`src/rtl/hazard_ctrl.sv`:
```
// Pipeline hazard controller: load-use, branch-data and MDU-busy stalls, branch flush.
// Optional perf counters (stall_cycles, flush_count) when HAZARD_PERF_CNT_EN is defined.
module hazard_ctrl #(
    parameter int unsigned REG_AW      = 5,
    parameter int unsigned MDU_LATENCY = 4
) (
    input  logic              i_clk,
    input  logic              i_reset,
    input  logic [REG_AW-1:0] i_id_rs,
    input  logic [REG_AW-1:0] i_id_rt,
    input  logic              i_id_use_rs,
    input  logic              i_id_use_rt,
    input  logic              i_id_branch,
    input  logic              i_id_mdu_start,
    input  logic              i_id_mdu_read,
    input  logic              i_ex_reg_write,
    input  logic              i_ex_mem_read,
    input  logic [REG_AW-1:0] i_ex_dst,
    input  logic              i_mem_mem_read,
    input  logic [REG_AW-1:0] i_mem_dst,
    input  logic              i_branch_taken,
    output logic              o_pc_write,
    output logic              o_if_id_write,
    output logic              o_id_ex_bubble,
    output logic              o_if_id_flush,
    output logic              o_mdu_busy,
    output logic [1:0]        o_stall_cause
`ifdef HAZARD_PERF_CNT_EN
    ,
    output logic [31:0]       o_stall_cycles,
    output logic [31:0]       o_flush_count
`endif
);

    localparam logic [3:0] MduLat = 4'(MDU_LATENCY);

    logic [3:0] r_mdu_cnt;

    logic w_ex_match;
    logic w_mem_match;
    logic w_load_use;
    logic w_branch_data;
    logic w_mdu_haz;
    logic w_busy;
    logic w_stall;

    // Register 0 is hardwired, so a zero destination never creates a dependency.
    assign w_ex_match  = (i_ex_dst != '0) &&
                         ((i_id_use_rs && (i_id_rs == i_ex_dst)) ||
                          (i_id_use_rt && (i_id_rt == i_ex_dst)));
    assign w_mem_match = (i_mem_dst != '0) &&
                         ((i_id_use_rs && (i_id_rs == i_mem_dst)) ||
                          (i_id_use_rt && (i_id_rt == i_mem_dst)));

    assign w_busy        = (r_mdu_cnt != 4'd0);
    assign w_load_use    = i_ex_mem_read && w_ex_match;
    assign w_branch_data = i_id_branch &&
                           ((i_ex_reg_write && w_ex_match) || (i_mem_mem_read && w_mem_match));
    // A new start in the last busy cycle is accepted back-to-back; reads wait for idle.
    assign w_mdu_haz     = (w_busy && i_id_mdu_read) || ((r_mdu_cnt > 4'd1) && i_id_mdu_start);
    assign w_stall       = !i_reset && (w_load_use || w_branch_data || w_mdu_haz);

    always_comb begin
        o_pc_write     = 1'b1;
        o_if_id_write  = 1'b1;
        o_id_ex_bubble = 1'b0;
        o_if_id_flush  = 1'b0;
        o_mdu_busy     = 1'b0;
        o_stall_cause  = 2'd0;
        if (!i_reset) begin
            o_mdu_busy = w_busy;
            if (w_load_use) begin
                o_stall_cause = 2'd1;
            end else if (w_branch_data) begin
                o_stall_cause = 2'd2;
            end else if (w_mdu_haz) begin
                o_stall_cause = 2'd3;
            end
            if (w_stall) begin
                o_pc_write     = 1'b0;
                o_if_id_write  = 1'b0;
                o_id_ex_bubble = 1'b1;
            end else begin
                o_if_id_flush = i_branch_taken;
            end
        end
    end

    always_ff @(posedge i_clk) begin
        if (i_reset) begin
            r_mdu_cnt <= 4'd0;
        end else if (i_id_mdu_start && !w_stall) begin
            r_mdu_cnt <= MduLat;
        end else if (w_busy) begin
            r_mdu_cnt <= r_mdu_cnt - 4'd1;
        end
    end

`ifdef HAZARD_PERF_CNT_EN
    logic [31:0] r_stall_cycles;
    logic [31:0] r_flush_count;

    always_ff @(posedge i_clk) begin
        if (i_reset) begin
            r_stall_cycles <= 32'd0;
            r_flush_count  <= 32'd0;
        end else begin
            if (!o_pc_write && (r_stall_cycles != 32'hFFFF_FFFF)) begin
                r_stall_cycles <= r_stall_cycles + 32'd1;
            end
            if (o_if_id_flush && (r_flush_count != 32'hFFFF_FFFF)) begin
                r_flush_count <= r_flush_count + 32'd1;
            end
        end
    end

    assign o_stall_cycles = r_stall_cycles;
    assign o_flush_count  = r_flush_count;
`endif

endmodule

```
`config.mk`:
```
export PLATFORM = sky130hd
export DESIGN_NAME = hazard_ctrl
export DESIGN_NICKNAME = d
export VERILOG_FILES = /design/src/rtl/hazard_ctrl.sv
export SDC_FILE = /design/constraint.sdc
export NUM_CORES = 1
export LEC_CHECK = 0
export CAP_MARGIN = 10
export CORE_AREA = 2 2 39 41
export CTS_CLUSTER_SIZE = 25
export DETAILED_ROUTE_END_ITERATION = 8
export DIE_AREA = 0 0 41 43
export DONT_BUFFER_PORTS = 1
export GPL_ROUTABILITY_DRIVEN = 1
export SYNTH_ARGS = -nofsm -noshare
export SYNTH_HDL_FRONTEND = slang
export SYNTH_SLANG_ARGS = --single-unit
```
`constraint.sdc`:
```
create_clock -name i_clk -period 3.2 [get_ports i_clk]
set_input_delay 0.96 -clock i_clk [delete_from_list [all_inputs] [get_ports i_clk]]
set_output_delay 0.96 -clock i_clk [all_outputs]
set_load 0.05 [all_outputs]
```
* Word level (Yosys, flattened, before mapping)
Cells that the tools add are included.
Cells by class: eq/ne operators 4, shift operators 0, bitwise logic cells 0, multiplexer cells 13, multipliers 0, div/mod/pow operators 0, reduce and logical (&&, ||, !) cells 27, $add $sub $neg 1, magnitude comparators 1
Operators by type and width (number):
- == test 5 bit | 4
- logical AND 1 bit | 14
- nonzero test 5 bit | 2
- two-way mux 2 bit | 4
- two-way mux 1 bit | 7
- logical OR 1 bit | 6
- two-way mux 3 bit | 2
- greater-than comparator 4 x 1 -> 1 bit (second input constant) | 1
- nonzero test 4 bit | 1
- subtractor 4 x 1 -> 4 bit (second input constant) | 1
- zero test 1 bit | 2
- nonzero test 2 bit | 1
- OR reduction 2 bit | 1
Word-level totals: logic and storage cells 48, latch bits 0, memories 0, RAM bits 0, input bits 31, output and inout bits 7, register bits after elaboration 4, bits in read-only memories 0

* Depth between registers and ports, before layout
Gate-level depths: netlist of run 1.
word-level depth 13, gate-level depth with buffers 7, mapped depth without buffers 6

* Worst setup path before layout of run 1
OpenSTA, ideal clock, no wires.
path kind input to output, start point in i_mem_dst[1], end point out o_stall_cause[0], slack -0.519 ns, cell stages on the path 4, required time 2.240 ns, arrival time 2.759 ns, cells stage by stage or4_1 > o211ai_2 > nor2_1 > o41ai_2
On the way: word-level cells in the longest chain between the ends 10, elaborated cells on any way between the ends 13
Ends and longest elaborated chain:
- from (decl) | RTL line 20 | input logic [REG_AW-1:0] i_mem_dst,
- == test 5 bit, on equally long branches | RTL line 52, 53
- logical AND 1 bit, on equally long branches | RTL line 52, 53
- logical OR 1 bit | RTL line 52 | ((i_id_use_rs && (i_id_rs == i_mem_dst)) ||
- logical AND 1 bit * | RTL line 51 | assign w_mem_match = (i_mem_dst != '0) &&
- logical AND 1 bit * | RTL line 58 | ((i_ex_reg_write && w_ex_match) || (i_mem_mem_read && w_mem_match));
- logical OR 1 bit * | RTL line 58
- logical AND 1 bit * | RTL line 57 | assign w_branch_data = i_id_branch &&
- two-way mux 2 bit * | RTL line 74 | end else if (w_branch_data) begin
- two-way mux 2 bit * | RTL line 72 | if (w_load_use) begin
- two-way mux 2 bit * | RTL line 70 | if (!i_reset) begin
- to (decl) | RTL line 27 | output logic [1:0] o_stall_cause
Mark *: on every way between the ends. The rest lies on a longest branch, timed or not.

* Worst setup path in the final report of run 1
start point in i_id_rs[3], end point out o_pc_write
On the way: word-level cells in the longest chain between the ends 12, elaborated cells on any way between the ends 18
Ends and longest elaborated chain:
- from (decl) | RTL line 9 | input logic [REG_AW-1:0] i_id_rs,
- == test 5 bit, on equally long branches | RTL line 49, 52
- logical AND 1 bit, on equally long branches | RTL line 49, 52
- logical OR 1 bit, on equally long branches | RTL line 49, 52
- logical AND 1 bit, on equally long branches | RTL line 48, 51
- logical AND 1 bit | RTL line 58
- logical OR 1 bit | RTL line 58
- logical AND 1 bit | RTL line 57
- logical OR 1 bit * (2 in series) | RTL line 61 | assign w_stall = !i_reset && (w_load_use || w_branch_data || w_mdu_haz);
- logical AND 1 bit * | RTL line 61
- two-way mux 1 bit * (2 in series)
- to (decl) | RTL line 22 | output logic o_pc_write,
Marked as above.

==> results.yml, run 1 <==
clock_tree:
  cts_setup_buffers: 0
  clock-sinks: 4
  cts_hold_buf: 0
  cts_root_buf: "clkbuf_4"
  cts_tree: "yes"
  cts.clk_slew.worst_paths_ns: 0.03
  cts_buffers: 3
  insertion_delay_ns: 0.23
  htreeDepth: 1
  clockBufferDepth: 2
timing:
  fmax_mhz: 312
  rsz0062_at_grt: "true"
  post-route-min-period_ns: 3.21
  worstMarginPinSlew_ns: 0.475
  finalCritPeriodShare: 1.00
  setup_violations: 3
  timing.slew.headroom: 0.683
  hold_ws_ns: 0.538
  setup_ws_ns: -0.00955
  finalClockSkew_ns: 0.00304
  drv_slew: 0
  hold_violations: 0
power:
  vdd_ir_drop_max_uv: 364
  power.density_nw_per_um2: 702
  p_leak_nw: 0.337
placement:
  placed_cell_area_sq_um: 767
  hpwl_mm: 1.36
  placed_cells: 102
  gp_congestion: 0.834
  dpl_worst_slack_ns: -0.0709
  port_buffers: 0
finish:
  n_antenna_cell: 0
  final_cells: 105
  utilization: 0.672
  largest_registers: "r_mdu_cnt x4"
  layout-drive-gt1-share: 0.360
  top_register: "r_mdu_cnt"
  largest_reg_flops: 4
  finish.instance_area_sq_um: 930
  area_growth_pct: 47.7
  layout.nets: 124
worst_setup_path:
  worstPathRequired_ns: 2.24
  cpMaxStageDelayCell: "nor4_1"
  reg2reg_slack_ns: 1.44
  cp_cell_sequence: "xor2_1, nor4_1, a32oi_1, o21a_2, a21o_4"
  worstPathArrival_ns: 2.25
  path_class: "in2out"
  cp-end-kind: "output pin"
  rr_startpoint: "r_mdu_cnt[0]$_SDFFE_PP0N_"
  worstRegToRegCells: 7
  start_kind: "input port"
  cp_slowest_stage_delay_ns: 0.37
  r2r_end: "r_mdu_cnt[2]$_SDFFE_PP0P_"
  critPathMaxFanout: 4
  crit_end: "o_pc_write"
  startpoint: "i_id_rs[3]"
floorplan:
  die_x_microns: 41
  die_y_microns: 43
  core_area_sq_um: 1380
  die-area_sq_um: 1760
  initial_core_util: 0.455
  num_io_pins: 38
  rows: 14
yosys:
  syn_area_per_cell_sq_um: 7.87
  synthCells: 80
  synth_top_area_frac: 0.181
  yosysMostFrequentCell: "xnor2_1"
  synth_area_leaders: "xnor2_1 18%, dfxtp_1 13%, xor2_1 11%"
  synthFlopType: "dfxtp_1"
  ys_async_sr_fraction: 0
  synth_seq_cells: 4
  syn_area_sq_um: 629
  synthesis.nets: 113
  yosys_warnings: 0
  synth_edf_count: 0
  ys_seq_area_frac: 0.127
  synth_cell_types: 37
  synth_top_area_cell: "xnor2_1"
  yosys-top-cells-count: "13 x xnor2_1, 8 x xor2_1, 6 x a21oi_1"
global_route:
  grt_usage: 0.210
  grt_max_degree: 11
  overflow: 0
  grt_pass1_vias: 708
  antenna_found_initial: 0
  grt_pass1_wl_mm: 2.57
route:
  wl_per_cell_microns: 16.4
  vias_per_cell: 6.17
  drt_first_pass_iters: 4
  ant_nets: 0
  totalWireLength_mm: 1.72
  drt-initial-drc-count: 9
  drc: 0
  vias: 648
run:
  maxCapViolCount: 0
outcome:
  violations: "setup timing"
  outcome: "finished, violations left"
hold_path:
  min_delay_path_depth: 2
  worst_hold_path_type: "reg2reg"
==> critical path, delay by kind of cell <==
| kind | cells | cell delay [ns] |
|---|---|---|
| AND/OR/NAND/NOR | 1 | 0.37 |
| AO/OA/AOI/OAI | 3 | 0.78 |
| XOR/XNOR | 1 | 0.14 |
==> cells by family (layout without fill, tap and decap cells) <==
kind of cell,after synthesis,count (layout),share of synthesized area
simple gates,25,25,0.231
xor+xnor,21,21,0.292
compound gates,22,22,0.268
buf+inv,6,15,0.0417
fa+ha+maj,2,2,0.0398
flops,4,4,0.127
==> worst min path at each step <==
stage / startpoint / to / slack [ns]
floorplan: r_mdu_cnt[1]$_SDFFE_PP0N_ / r_mdu_cnt[1]$_SDFFE_PP0N_ / 0.51
global placement: r_mdu_cnt[1]$_SDFFE_PP0N_ / r_mdu_cnt[1]$_SDFFE_PP0N_ / 0.53
detailed placement: r_mdu_cnt[1]$_SDFFE_PP0N_ / r_mdu_cnt[1]$_SDFFE_PP0N_ / 0.54
CTS: r_mdu_cnt[1]$_SDFFE_PP0N_ / r_mdu_cnt[1]$_SDFFE_PP0N_ / 0.54
global route: r_mdu_cnt[1]$_SDFFE_PP0N_ / r_mdu_cnt[1]$_SDFFE_PP0N_ / 0.59
finish: r_mdu_cnt[1]$_SDFFE_PP0N_ / r_mdu_cnt[1]$_SDFFE_PP0N_ / 0.54
==> what timing repair did <==
item | CTS | global route
gates resized for setup | 10 | 10
pin swaps | 7 | 11
setup endpoints to repair | 5 | 6
endpoints found under the hold margin | 0 | 0
==> stage by stage <==
stage                     total power (W)  TNS [ns]
after detailed placement         0.000574    -0.277
final                            0.000653   -0.0277
after global routing             0.000696    -0.337
after global placement           0.000567    -0.152
after CTS                        0.000650   -0.0135
after floorplan                  0.000444    -0.256
==> power by group <==
part            total, W  internal (W)  switching [W]
registers      0.0000869     0.0000703      0.0000166
logic           0.000504      0.000227       0.000278
clock network  0.0000618     0.0000419      0.0000199
total           0.000653      0.000339       0.000314
==> layout by cell type (no fill, tap or decap), types with 2 or more instances in the layout <==
cell type / count
a211oi_1: 3
a21oi_1: 5
buf_12: 3
buf_4: 3
buf_6: 2
clkbuf_4: 3
dfxtp_1: 4
ha_1: 2
inv_1: 4
nand2_1: 3
nand4_1: 3
nor2_1: 4
xnor2_1: 5
xnor2_2: 6
xnor2_4: 2
xor2_1: 7
==> per-layer routing <==
layer,up-vias,wire length (microns),global-route usage
li1,314,-,-
met1,294,569,0.231
met2,34,954,0.356
met3,6,138,0.0314
met4,0,58,0.120
met5,-,0,0
==> cell type report <==
cell class | instances | area, sq um
multi-input combinational | 70 | 687
fill | 117 | 454
timing repair buffer | 8 | 105
sequential | 4 | 80.1
clock buffer | 3 | 22.5
tap | 16 | 20.0
inverter | 4 | 15.0
Power figures use the tool's default switching activity.
==> run 2: changes to the inputs <==
--- a/config.mk
+++ b/config.mk
@@ -12,6 +12,8 @@
 export DIE_AREA = 0 0 41 43
 export DONT_BUFFER_PORTS = 1
 export GPL_ROUTABILITY_DRIVEN = 1
+export REMOVE_ABC_BUFFERS = 1
+export SLEW_MARGIN = 0
 export SYNTH_ARGS = -nofsm -noshare
 export SYNTH_HDL_FRONTEND = slang
 export SYNTH_SLANG_ARGS = --single-unit
==> results.yml, run 2 (same netlist as run 1, synthesis figures left out) <==
worst_setup_path:
  worstPathRequired_ns: 2.24
  start_kind: "input port"
  path_class: "in2out"
  cpMaxStageDelayCell: "or4_4"
  worstPathArrival_ns: 2.28
  cp_slowest_stage_delay_ns: 0.51
  critPathBufInv: 1
  critPathMaxFanout: 3
  critPathTopFamily: "simple AND/OR/NAND/NOR gates"
  cp-end-kind: "output pin"
  cp_cell_sequence: "or4_4, o211ai_2, nor2_1, o41ai_2, buf_4"
placement:
  placed_cell_area_sq_um: 751
  hpwl_mm: 1.26
  gp_congestion: 0.770
  port_buffers: 0
finish:
  layout.nets: 128
  layout-drive-gt1-share: 0.344
  n_antenna_cell: 0
  area_growth_pct: 40.8
  n_fill_cell: 115
  finish.instance_area_sq_um: 886
  largest_reg_flops: 4
  layout_commonest_cell: "buf_4"
  layout_common_cells: "9 x buf_4, 8 x xor2_1, 6 x xnor2_1"
  utilization: 0.640
  largest_registers: "r_mdu_cnt x4"
  multi_input_comb_area_sq_um: 621
  top_register: "r_mdu_cnt"
  area.sequential_sq_um: 80.1
floorplan:
  initial_core_util: 0.455
  die_y_microns: 43
  rows: 14
  core_area_sq_um: 1380
  num_io_pins: 38
  die-area_sq_um: 1760
  die_x_microns: 41
timing:
  post-route-min-period_ns: 3.24
  setup_tns_ns: -0.105
  rsz0062_at_grt: "true"
  setup_violations: 4
  worstMarginPinSlew_ns: 0.476
  finalClockSkew_ns: 0.00535
  drv_slew: 0
  hold_violations: 0
  timing.slew.headroom: 0.682
  fmax_mhz: 308
  finalCritPeriodShare: 1.01
  setup_ws_ns: -0.0424
global_route:
  grt_pass1_wl_mm: 2.33
  grt_pass1_vias: 663
  overflow: 0
  grt_max_degree: 11
  grt_usage: 0.195
  antenna_found_initial: 0
hold_path:
  worst_hold_path_type: "reg2reg"
power:
  seq_power_share: 0.136
  vdd_ir_drop_max_uv: 476
  combPwrFrac: 0.768
  swShare: 0.475
  cellInternalPower_w: 0.000334
  p_switching_w: 0.000302
  power.density_nw_per_um2: 718
  p_leak_nw: 0.341
  power_w: 0.000636
  power_frac_clock: 0.096
clock_tree:
  cts_tree: "yes"
  htreeDepth: 1
  cts_root_buf: "clkbuf_4"
  clock-sinks: 4
  cts_hold_buf: 0
  clockBufferDepth: 2
  cts_buffers: 3
  cts.clk_slew.worst_paths_ns: 0.03
  insertion_delay_ns: 0.23
route:
  drc: 0
  vias_per_cell: 5.79
  totalWireLength_mm: 1.60
  ant_nets: 0
  drt-initial-drc-count: 10
  drt_first_pass_iters: 4
  wl_per_cell_microns: 14.7
  vias: 631
outcome:
  outcome: "finished, violations left"
  violations: "setup timing"
run:
  maxCapViolCount: 0
[run 2: timing repair]
action | in CTS | in global routing
buffers inserted | 2 | 0
gates resized for setup | 9 | 5
pin swaps | 6 | 4
endpoints found under the setup margin | 6 | 6
[run 2: worst reg2reg max path, cell delays in order, from the launching register on]
cell,delay (ns)
dfxtp_1,0.34
inv_1,0.07
ha_1,0.25
a21oi_1,0.14
o32ai_1,0.09
buf_4,0.15
o21a_2,0.14
buf_4,0.15
a41o_1,0.22
[run 2: worst paths after layout]
check,startpoint,cells past startpoint,endpoint,slack (ns)
hold reg to reg,r_mdu_cnt[1]$_SDFFE_PP0N_,2,r_mdu_cnt[1]$_SDFFE_PP0N_,0.53
setup / recovery,i_mem_dst[1],5,o_stall_cause[0],-0.04
setup reg to reg,r_mdu_cnt[0]$_SDFFE_PP0N_,8,r_mdu_cnt[2]$_SDFFE_PP0P_,1.55
hold / removal,r_mdu_cnt[1]$_SDFFE_PP0N_,2,r_mdu_cnt[1]$_SDFFE_PP0N_,0.53
[run 2: final cells by class]
cell class              instances  share of cell area
repair buffers                 12               0.144
flip-flops and latches          4              0.0904
well taps                      16              0.0226
multi-input cells              70               0.701
clock buffers                   3              0.0254
inverters                       4              0.0169
[run 2: layer usage]
metal	GRT usage	wire (microns)	vias up
li1	-	-	324
met1	0.191	617	282
met2	0.363	886	23
met3	0.00524	75	2
met4	0.120	23	0
met5	0	0	-
[run 2: through the flow]
| stage | hold WS, ns | setup WS (ns) | std cells |
|---|---|---|---|
| finish | 0.534 | -0.0424 | 109 |
| CTS | 0.543 | -0.0635 | 109 |
| floorplan | 0.505 | -0.519 | 78 |
| detailed placement | 0.538 | -0.0871 | 104 |
| global placement | 0.532 | -0.0764 | 104 |
| global route | 0.586 | -0.121 | 109 |
[run 2: power groups by stage]
stage,logic [W],clock network (W),registers (W)
floorplan,0.000320,0,0.0000839
global placement,0.000458,0,0.0000870
detailed placement,0.000466,0,0.0000876
CTS,0.000484,0.0000649,0.0000867
global route,0.000525,0.0000667,0.0000898
finish,0.000488,0.0000611,0.0000867
